`src/rtl/calc_pkg.sv`:
```
// calc_pkg: key codes, opcode constants and FSM state encoding for the BCD calculator front end
package calc_pkg;
  typedef enum logic [3:0] {
    KEY_DIGIT  = 4'd0,
    KEY_ADD    = 4'd10,
    KEY_SUB    = 4'd11,
    KEY_EQUALS = 4'd12,
    KEY_CLEAR  = 4'd13,
    KEY_SIGN   = 4'd14,
    KEY_NONE   = 4'd15
  } key_code_e;
  localparam logic [2:0] OP_NONE = 3'b000;
  localparam logic [2:0] OP_ADD  = 3'b001;
  localparam logic [2:0] OP_SUB  = 3'b010;
  typedef enum logic [2:0] {
    ENTER_A = 3'd0,
    LOAD_A  = 3'd1,
    ENTER_B = 3'd2,
    LOAD_B  = 3'd3,
    COMPUTE = 3'd4,
    SHOW    = 3'd5
  } entry_state_e;
endpackage

```
`src/rtl/operand_entry_fsm_if.sv`:
```
// operand_entry_fsm_if: keypad inputs plus ALU/display outputs of the operand entry block
//  master: keypad side (drives key_strobe/key_code, observes the rest)
//  slave : operand_entry_fsm side
interface operand_entry_fsm_if;
  logic       key_strobe;
  logic [3:0] key_code;
  logic [8:0] op;
  logic       assign_op1;
  logic       assign_op2;
  logic [2:0] opcode;
  logic       alu_en;
  logic [7:0] entry_digits;
  logic       entry_neg;
  logic [2:0] state_o;
  modport master (output key_strobe, key_code,
                  input  op, assign_op1, assign_op2, opcode, alu_en, entry_digits, entry_neg, state_o);
  modport slave  (input  key_strobe, key_code,
                  output op, assign_op1, assign_op2, opcode, alu_en, entry_digits, entry_neg, state_o);
endinterface

```
`src/rtl/key_sync_edge.sv`:
```
// key_sync_edge: synchronises key_strobe/key_code, detects strobe rising edges, debounces with a holdoff
//  in : clk, nrst (async active-low), key_strobe (async), key_code[3:0] (async)
//  out: key_evt (1-cycle accepted key), key_code_s[3:0] (code captured with the event)
module key_sync_edge #(
  parameter int SYNC_STAGES    = 2,
  parameter int HOLDOFF_CYCLES = 16
) (
  input  logic       clk,
  input  logic       nrst,
  input  logic       key_strobe,
  input  logic [3:0] key_code,
  output logic       key_evt,
  output logic [3:0] key_code_s
);
  localparam int CW = $clog2(HOLDOFF_CYCLES + 1);
  logic [SYNC_STAGES-1:0]      s_q, s_d;
  logic [SYNC_STAGES-1:0][3:0] c_q, c_d;
  logic                        prev_q, prev_d, evt_q, evt_d, hit;
  logic [3:0]                  code_q, code_d;
  logic [CW-1:0]               cnt_q, cnt_d;
  always_comb begin
    s_d    = {s_q[SYNC_STAGES-2:0], key_strobe};
    c_d    = {c_q[SYNC_STAGES-2:0], key_code};
    prev_d = s_q[SYNC_STAGES-1];
    // edges arriving while the holdoff runs are dropped, not deferred
    hit    = s_q[SYNC_STAGES-1] & ~prev_q & (cnt_q == '0);
    evt_d  = hit;
    code_d = hit ? c_q[SYNC_STAGES-1] : code_q;
    cnt_d  = hit ? CW'(HOLDOFF_CYCLES) : (cnt_q != '0) ? cnt_q - CW'(1) : cnt_q;
  end
  always_ff @(posedge clk or negedge nrst) begin
    if (!nrst) begin
      s_q    <= '0;
      c_q    <= '0;
      prev_q <= 1'b0;
      evt_q  <= 1'b0;
      code_q <= '0;
      cnt_q  <= '0;
    end else begin
      s_q    <= s_d;
      c_q    <= c_d;
      prev_q <= prev_d;
      evt_q  <= evt_d;
      code_q <= code_d;
      cnt_q  <= cnt_d;
    end
  end
  assign key_evt    = evt_q;
  assign key_code_s = code_q;
endmodule

```
`src/rtl/operand_entry_fsm.sv`:
```
// operand_entry_fsm: keypad-to-ALU front end building two signed 2-digit BCD operands and an opcode
//  in : clk, nrst (async active-low), bus.key_strobe, bus.key_code
//  out: bus.op, bus.assign_op1, bus.assign_op2, bus.opcode, bus.alu_en,
//       bus.entry_digits, bus.entry_neg, bus.state_o
//  SIGN_KEY_EN: when defined, key 14 toggles the sign of the operand being typed
module operand_entry_fsm
  import calc_pkg::*;
#(
  parameter int SYNC_STAGES    = 2,
  parameter int HOLDOFF_CYCLES = 16
) (
  input logic              clk,
  input logic              nrst,
  operand_entry_fsm_if.slave bus
);
  logic         key_evt;
  logic [3:0]   key_code_s;
  entry_state_e state_q, state_d;
  logic [7:0]   buf_q, buf_d;
  logic [1:0]   cnt_q, cnt_d;
  logic         neg_q, neg_d, a1_q, a1_d, a2_q, a2_d, alu_en_q, alu_en_d;
  logic [2:0]   opcode_q, opcode_d;
  logic [8:0]   op_q, op_d;
  logic         digit, addsub, equals, clr, sgn;
  key_sync_edge #(.SYNC_STAGES(SYNC_STAGES), .HOLDOFF_CYCLES(HOLDOFF_CYCLES)) u_sync (
    .clk, .nrst, .key_strobe(bus.key_strobe), .key_code(bus.key_code), .key_evt, .key_code_s
  );
  assign digit  = key_evt && key_code_s < 4'd10;
  assign addsub = key_evt && (key_code_s == KEY_ADD || key_code_s == KEY_SUB);
  assign equals = key_evt && key_code_s == KEY_EQUALS;
  assign clr    = key_evt && key_code_s == KEY_CLEAR;
`ifdef SIGN_KEY_EN
  assign sgn    = key_evt && key_code_s == KEY_SIGN;
`else
  assign sgn    = 1'b0;
`endif
  always_comb begin
    state_d  = state_q;
    buf_d    = buf_q;
    cnt_d    = cnt_q;
    neg_d    = neg_q;
    opcode_d = opcode_q;
    alu_en_d = alu_en_q;
    op_d     = '0;
    a1_d     = 1'b0;
    a2_d     = 1'b0;
    case (state_q)
      ENTER_A, ENTER_B: begin
        if (digit && cnt_q < 2'd2) begin
          buf_d = {buf_q[3:0], key_code_s};
          cnt_d = cnt_q + 2'd1;
        end
        if (sgn) neg_d = ~neg_q;
        if (addsub) begin
          opcode_d = key_code_s == KEY_ADD ? OP_ADD : OP_SUB;
          state_d  = state_q == ENTER_A ? LOAD_A : ENTER_B;
        end
        if (equals && state_q == ENTER_B) state_d = LOAD_B;
      end
      LOAD_A: begin
        op_d    = {neg_q, buf_q};
        a1_d    = 1'b1;
        buf_d   = '0;
        cnt_d   = '0;
        neg_d   = 1'b0;
        state_d = ENTER_B;
      end
      LOAD_B: begin
        op_d    = {neg_q, buf_q};
        a2_d    = 1'b1;
        state_d = COMPUTE;
      end
      COMPUTE: begin
        alu_en_d = 1'b1;
        state_d  = SHOW;
      end
      SHOW: if (digit) begin
        alu_en_d = 1'b0;
        opcode_d = OP_NONE;
        buf_d    = {4'h0, key_code_s};
        cnt_d    = 2'd1;
        neg_d    = 1'b0;
        state_d  = ENTER_A;
      end
      default: state_d = ENTER_A;
    endcase
    // CLEAR wins over everything, including a pending operand load
    if (clr) begin
      state_d  = ENTER_A;
      buf_d    = '0;
      cnt_d    = '0;
      neg_d    = 1'b0;
      opcode_d = OP_NONE;
      alu_en_d = 1'b0;
      op_d     = '0;
      a1_d     = 1'b0;
      a2_d     = 1'b0;
    end
  end
  always_ff @(posedge clk or negedge nrst) begin
    if (!nrst) begin
      state_q  <= ENTER_A;
      buf_q    <= '0;
      cnt_q    <= '0;
      neg_q    <= 1'b0;
      opcode_q <= OP_NONE;
      alu_en_q <= 1'b0;
      op_q     <= '0;
      a1_q     <= 1'b0;
      a2_q     <= 1'b0;
    end else begin
      state_q  <= state_d;
      buf_q    <= buf_d;
      cnt_q    <= cnt_d;
      neg_q    <= neg_d;
      opcode_q <= opcode_d;
      alu_en_q <= alu_en_d;
      op_q     <= op_d;
      a1_q     <= a1_d;
      a2_q     <= a2_d;
    end
  end
  assign bus.op           = op_q;
  assign bus.assign_op1   = a1_q;
  assign bus.assign_op2   = a2_q;
  assign bus.opcode       = opcode_q;
  assign bus.alu_en       = alu_en_q;
  assign bus.entry_digits = buf_q;
  assign bus.entry_neg    = neg_q;
  assign bus.state_o      = state_q;
endmodule

```
`src/flat_wrapper.sv`:
```
// flat-port wrapper written by rule: the top's interface ports become plain ports
module operand_entry_fsm_flat import calc_pkg::*;
#(
  parameter int SYNC_STAGES    = 2,
  parameter int HOLDOFF_CYCLES = 16
)
  (clk, nrst, bus_key_strobe, bus_key_code, bus_op, bus_assign_op1, bus_assign_op2, bus_opcode, bus_alu_en, bus_entry_digits, bus_entry_neg, bus_state_o);
  operand_entry_fsm_if bus_i ();
  input logic clk;
  input logic nrst;
  input wire logic [$bits(bus_i.key_strobe)-1:0] bus_key_strobe;
  input wire logic [$bits(bus_i.key_code)-1:0] bus_key_code;
  output wire logic [$bits(bus_i.op)-1:0] bus_op;
  output wire logic [$bits(bus_i.assign_op1)-1:0] bus_assign_op1;
  output wire logic [$bits(bus_i.assign_op2)-1:0] bus_assign_op2;
  output wire logic [$bits(bus_i.opcode)-1:0] bus_opcode;
  output wire logic [$bits(bus_i.alu_en)-1:0] bus_alu_en;
  output wire logic [$bits(bus_i.entry_digits)-1:0] bus_entry_digits;
  output wire logic [$bits(bus_i.entry_neg)-1:0] bus_entry_neg;
  output wire logic [$bits(bus_i.state_o)-1:0] bus_state_o;
  assign bus_i.key_strobe = bus_key_strobe;
  assign bus_i.key_code = bus_key_code;
  assign bus_op = bus_i.op;
  assign bus_assign_op1 = bus_i.assign_op1;
  assign bus_assign_op2 = bus_i.assign_op2;
  assign bus_opcode = bus_i.opcode;
  assign bus_alu_en = bus_i.alu_en;
  assign bus_entry_digits = bus_i.entry_digits;
  assign bus_entry_neg = bus_i.entry_neg;
  assign bus_state_o = bus_i.state_o;
  operand_entry_fsm #(.SYNC_STAGES(SYNC_STAGES), .HOLDOFF_CYCLES(HOLDOFF_CYCLES)) u_core (.clk(clk), .nrst(nrst), .bus(bus_i));
endmodule
```
`config.mk`:
```
export PLATFORM = sky130hd
export DESIGN_NAME = operand_entry_fsm_flat
export DESIGN_NICKNAME = d
export VERILOG_FILES = /design/src/rtl/calc_pkg.sv /design/src/rtl/operand_entry_fsm_if.sv /design/src/rtl/key_sync_edge.sv /design/src/rtl/operand_entry_fsm.sv /design/src/flat_wrapper.sv
export SDC_FILE = /design/constraint.sdc
export NUM_CORES = 1
export LEC_CHECK = 0
export CELL_PAD_IN_SITES_DETAIL_PLACEMENT = 1
export CELL_PAD_IN_SITES_GLOBAL_PLACEMENT = 2
export CORE_ASPECT_RATIO = 1.25
export CORE_MARGIN = 2
export CORE_UTILIZATION = 36
export CTS_BUF_LIST = sky130_fd_sc_hd__clkbuf_4 sky130_fd_sc_hd__clkbuf_8
export DETAILED_ROUTE_END_ITERATION = 12
export PLACE_DENSITY_LB_ADDON = 0.05
export SETUP_SLACK_MARGIN = 0.05
export SYNTH_ARGS = -nofsm -noshare
export SYNTH_HDL_FRONTEND = slang
export SYNTH_HIERARCHICAL = 1
export SYNTH_SLANG_ARGS = --single-unit
```
`constraint.sdc`:
```
create_clock -name clk -period 2.4 [get_ports clk]
set_clock_uncertainty 0.05 [all_clocks]
set_input_delay 0.48 -clock clk [delete_from_list [all_inputs] [get_ports clk]]
set_output_delay 0.48 -clock clk [all_outputs]
set_load 0.01 [all_outputs]
```
# ---- Yosys cells after proc, flatten, opt, wreduce, memory -nomap -nowiden
# Cells that the tools add are included.
dict set report op_classes {
  shifts 0
  mux 31
  reduce_logical 22
  bitwise 3
  eq_ne 13
  n_mul 0
  n_lt_le_gt_ge 2
  div_mod_pow 0
  n_addsub 2
}
# op count
set op_table {}
lappend op_table {{2-to-1 mux 8 bit} 3}
lappend op_table {{case mux 8 bit (3 select lines)} 1}
lappend op_table {{2-to-1 mux 3 bit} 6}
lappend op_table {{2-to-1 mux 9 bit} 2}
lappend op_table {{== test 4 bit (second input constant)} 4}
lappend op_table {{case mux 3 bit (5 select lines)} 1}
lappend op_table {{2-to-1 mux 2 bit} 5}
lappend op_table {{2-to-1 mux 5 bit} 2}
lappend op_table {{!= test 3 x 1 -> 1 bit (second input constant)} 3}
lappend op_table {{nonzero test 3 bit} 3}
lappend op_table {{2-to-1 mux 1 bit} 7}
lappend op_table {{== test 3 x 2 -> 1 bit (second input constant)} 2}
lappend op_table {{== test 3 bit (second input constant)} 2}
lappend op_table {{logical AND 1 bit} 6}
lappend op_table {{case mux 2 bit (3 select lines)} 1}
lappend op_table {{case mux 3 bit (2 select lines)} 1}
lappend op_table {{AND reduction 2 bit} 3}
lappend op_table {{AND reduction 3 bit} 2}
lappend op_table {{zero test 5 bit} 1}
lappend op_table {{nonzero test 5 bit} 1}
lappend op_table {{subtractor 5 x 1 -> 5 bit (second input constant)} 1}
lappend op_table {{less-than comparator 4 bit (second input constant)} 1}
lappend op_table {{!= test 4 x 1 -> 1 bit (second input constant)} 1}
lappend op_table {{case mux 1 bit (2 select lines)} 2}
lappend op_table {{other kinds (10)} 12}
dict set report word_totals {
  elab_cells 89
  n_memories 0
  out_inout_bits 27
  rom_bits 0
  latch_bits 0
  mem_bits_rw 0
  input_bits 7
  ff_bits 50
}

# ---- Logic depth before layout (Yosys ltp)
dict set report depth {
  depth_word 7
  depth_mapped 6
  ltp_nobuf 5
}

# ---- By module
# Netlist, hierarchy kept.
# module n_inst seq_area_each_um2 area_per_inst_um2 cells_each
set modules_own_cells {}
lappend modules_own_cells {operand_entry_fsm 1 650.6 1197.4 106}
lappend modules_own_cells {key_sync_edge 1 525.5 713.2 45}

# ---- Worst setup path after synthesis
# No wires, ideal clock.
dict set report synth_path {
  kind {register -> register}
  start {register u_core.u_sync.cnt_q[0]}
  end {register u_core.u_sync.code_q[0] (netlist: u_core/u_sync/key_code_s[0])}
  path_stages_with_launch 7
  arrival_ns 1.740
  period_less_slack_ns 1.915
  setup_time_ns 0.125
  setup_slack_ns 0.485
  path_buffers 1
  path_cell_list {dfrtp_1 -> inv_1 -> ha_1 -> or3b_1 -> or3_1 -> buf_6 -> mux2_4}
}
dict set report synth_between {
  elab_chain_cells 2
}
# element line_no
set synth_rtl {}
lappend synth_rtl {{from (decl)} key_sync_edge.sv:20} ;# logic [CW-1:0] cnt_q, cnt_d;
lappend synth_rtl {{from (signal assigned)} key_sync_edge.sv:45} ;# cnt_q <= cnt_d;
lappend synth_rtl {{zero test 5 bit} key_sync_edge.sv:26} ;# hit = s_q[SYNC_STAGES-1] & ~prev_q & (cnt_q == '0);
lappend synth_rtl {{bitwise AND 1 bit} key_sync_edge.sv:26}
lappend synth_rtl {{to (signal assigned)} key_sync_edge.sv:44} ;# code_q <= code_d;
lappend synth_rtl {{to (decl)} key_sync_edge.sv:19} ;# logic [3:0] code_q, code_d;
# Every way passes these cells.
# A chain may end at the register's enable or synchronous reset.

# ---- Final worst setup path
dict set report layout_path {
  start {register u_core.u_sync.cnt_q[0]}
  end {register u_core.u_sync.code_q[1] (netlist: u_core/u_sync/key_code_s[1])}
}
# Same word-level chain as after synthesis.

==> qor.yml <==
outcome: "finished, final reports clean"
rows: 29
drt_iter0_markers: 74
arrival_ns: 2.25
vias: 1235
root_buffer: "clkbuf_8"
setup-tns-final_ns: 0
min_period_ns: 2.12
grt_usage: 0.152
ys_ff_latch: 47
fillers: 545
fp.coreArea_mm2: 0.00512
dpl.hpwl_um: 2830
io_buffers: 30
nets: 194
post-route-util: 0.465
finalPower_mw: 2.29
cts_tree: "yes"
ios: 34
hp-class: "in -> async"
avgSynthCellArea_um2: 12.7
yosysTopAreaCellShare: 0.616
grt_max_degree: 36
intPower_mw: 1.62
start_util: 0.373
die_y_um: 85.5
max_freq_mhz: 471
cts.clk_slew.worst_paths_ns: 0.08
route.final.wire_length_um: 3890
gr-total-overflow: 0
cts_max_level: 2
critical-path-top-delay-family: "simple AND/OR/NAND/NOR gates"
antenna_found_initial: 0
gp_congestion: 0.764
drv_cap: 0
cts_hold_buf: 0
rsz0062_at_grt: "no"
p_leak_nw: 1.07
power.density_mw_per_mm2: 963
ys_seq_area_frac: 0.616
clk-insertion-delay-late_ns: 0.29
ir_drop_v: 0.000458
drive_above_1_share: 0.161
grt_pass1_vias: 1395
clkPwrFrac: 0.248
via_per_inst: 4.98
ant_nets: 0
power_switching_share: 0.291
diodes: 0
die_w_um: 69.2
cts.sinks: 47
crit_buf_inv: 1
synth.area.top_cells: "dfrtp_1 62%, mux2_2 5.3%, mux2_4 3.1%"
layout_worst_path_cycle_share: 0.884
ys_types: 39
max_stage_delay_ns: 0.52
numCtsBuffers: 5
wl_per_cell_um: 15.7
place_inst: 241
yosys_warnings: 6
cp-start-kind: "flip-flop"
hold_viol_final: 0
end_kind: "flip-flop"
synth_cells: 151
die-area_mm2: 0.00591
crit_chain: "inv_1 > ha_1 > or3b_1 > or3_1 > mux2_4"
slew_violations: 0
drt_pass1_iterations: 4
path_max_fanout: 6
instances_no_fill: 248
tightestPinTransition_ns: 0.760
slew_headroom: 0.493
ctsResizeCount: 0
final_cell_mix: "47 x dfrtp_1, 29 x clkdlybuf4s50_1, 9 x and2_1, 9 x mux2_2"
seq_power_share: 0.490
p_switching_uw: 667
required_ns: 2.53
final_common_cell: "dfrtp_1"
grt_pass1_wl_um: 7000
setup_ws_ns: 0.278
setup_viol: 0
area_delta_synth_final_pct: 24.4
pwr-share-comb: 0.262
postCtsSetupBuffers: 0
clockBufferDepth: 2
worstSetupPathType: "reg -> reg"
dp_slack_ns: 0.285
syn-cell-area_mm2: 0.00191
drc: 0
synth_top_area_cell: "dfrtp_1"
cp_slowest_cell: "or3_1"
[power by group through the flow]
stage	logic (mW)	clock network (mW)	registers, mW
floorplan	0.356	0	1.11
global placement	0.581	0	1.13
detailed placement	0.607	0	1.14
CTS	0.613	0.591	1.13
global route	0.666	0.638	1.16
finish	0.600	0.567	1.12
[area by class of cell]
cell class / instances / area (um2) / share of cell area
flip-flops and latches: 47 / 1180 / 0.495
multi-input cells: 94 / 677 / 0.285
clock buffers: 6 / 76.3 / 0.0321
inverters: 4 / 15.0 / 0.00632
repair buffers: 34 / 325 / 0.137
clock inverters: 1 / 30.0 / 0.0126
well taps: 62 / 77.6 / 0.0326
[per-layer routing]
| metal | track usage | routed length, um |
|---|---|---|
| met1 | 0.173 | 1560 |
| met2 | 0.274 | 2140 |
| met3 | 0.0356 | 121 |
| met4 | 0.0588 | 66 |
| met5 | 0 | 0 |
[cells by family (layout without fill, tap and decap cells)]
group           Yosys count  after routing  share of synthesized area
compound gates           19             19                     0.0707
xor+xnor                  1              1                    0.00458
buf+inv                  12             45                     0.0340
fa+ha+maj                 1              1                    0.00655
simple gates             55             55                      0.172
flops                    47             47                      0.616
other cells               1              3                    0.00196
mux                      15             15                     0.0950
[synthesized netlist by cell type]
| master | number |
|---|---|
| or4b_1 | 1 |
| o221ai_4 | 1 |
| a211oi_1 | 1 |
| conb_1 | 1 |
| xnor2_1 | 1 |
| nand3_1 | 3 |
| nor4b_1 | 1 |
| nand2_1 | 6 |
| clkbuf_1 | 2 |
| nand4_1 | 2 |
| o21ai_0 | 6 |
| and3_1 | 4 |
| or3_4 | 1 |
| buf_6 | 1 |
| mux2_4 | 4 |
| buf_2 | 1 |
| and4_2 | 1 |
| a21oi_1 | 4 |
| nor3_1 | 4 |
| o22ai_1 | 1 |
| nor2b_1 | 4 |
| nand2b_1 | 5 |
| or3b_1 | 1 |
| o2bb2ai_1 | 1 |
| nand2_2 | 1 |
| buf_1 | 1 |
| inv_1 | 4 |
| a21o_2 | 1 |
| nor3b_1 | 4 |
| nor2_1 | 6 |
| o221ai_1 | 1 |
| buf_4 | 3 |
| or3_1 | 2 |
| dfrtp_1 | 47 |
| mux2i_1 | 2 |
| a31oi_1 | 3 |
| and2_1 | 9 |
| ha_1 | 1 |
| mux2_2 | 9 |
[registers in the layout, indices dropped and copies added, names as in the netlist]
name	cells
u_core/bus.alu_en	1
u_core/bus.assign_op1	1
u_core/bus.assign_op2	1
u_core/bus.entry_digits	8
u_core/bus.op	8
u_core/bus.opcode	2
u_core/bus.state_o	3
u_core/cnt_q	2
u_core/u_sync/c_d	4
u_core/u_sync/c_q	4
u_core/u_sync/cnt_q	5
u_core/u_sync/key_code_s	4
u_core/u_sync/key_evt	1
u_core/u_sync/prev_q	1
u_core/u_sync/s_q	2
[worst register-to-register path, delay by kind of cell (launching register included)]
| family | cells | cell delay, ns |
|---|---|---|
| and+or+nand+nor | 2 | 0.93 |
| DFF | 1 | 0.41 |
| muxes | 1 | 0.35 |
| adders and majority gates | 1 | 0.21 |
| buffers and inverters | 1 | 0.07 |
[through the flow]
step                area (um2)  hold WS [ns]
global placement          2270         0.284
finish                    2380         0.191
global route              2380         0.249
CTS                       2380         0.222
detailed placement        2270         0.286
floorplan                 1920         0.134
[final timing paths]
kind                                        start                           to  slack (ns)  cells after the start
setup / recovery           u_core/u_sync/cnt_q[0]  u_core/u_sync/key_code_s[1]        0.28                      5
min in group clk             u_core/u_sync/c_d[5]         u_core/u_sync/c_q[5]        0.30                      0
setup reg to reg           u_core/u_sync/cnt_q[0]  u_core/u_sync/key_code_s[1]        0.28                      5
max in group asynchronous                    nrst       u_core/u_sync/cnt_q[4]        1.48                      2
hold reg to reg              u_core/u_sync/c_d[5]         u_core/u_sync/c_q[5]        0.30                      0
hold / removal                               nrst        u_core/bus.state_o[1]        0.19                      1
No activity file was read; power rests on OpenSTA's default activity.
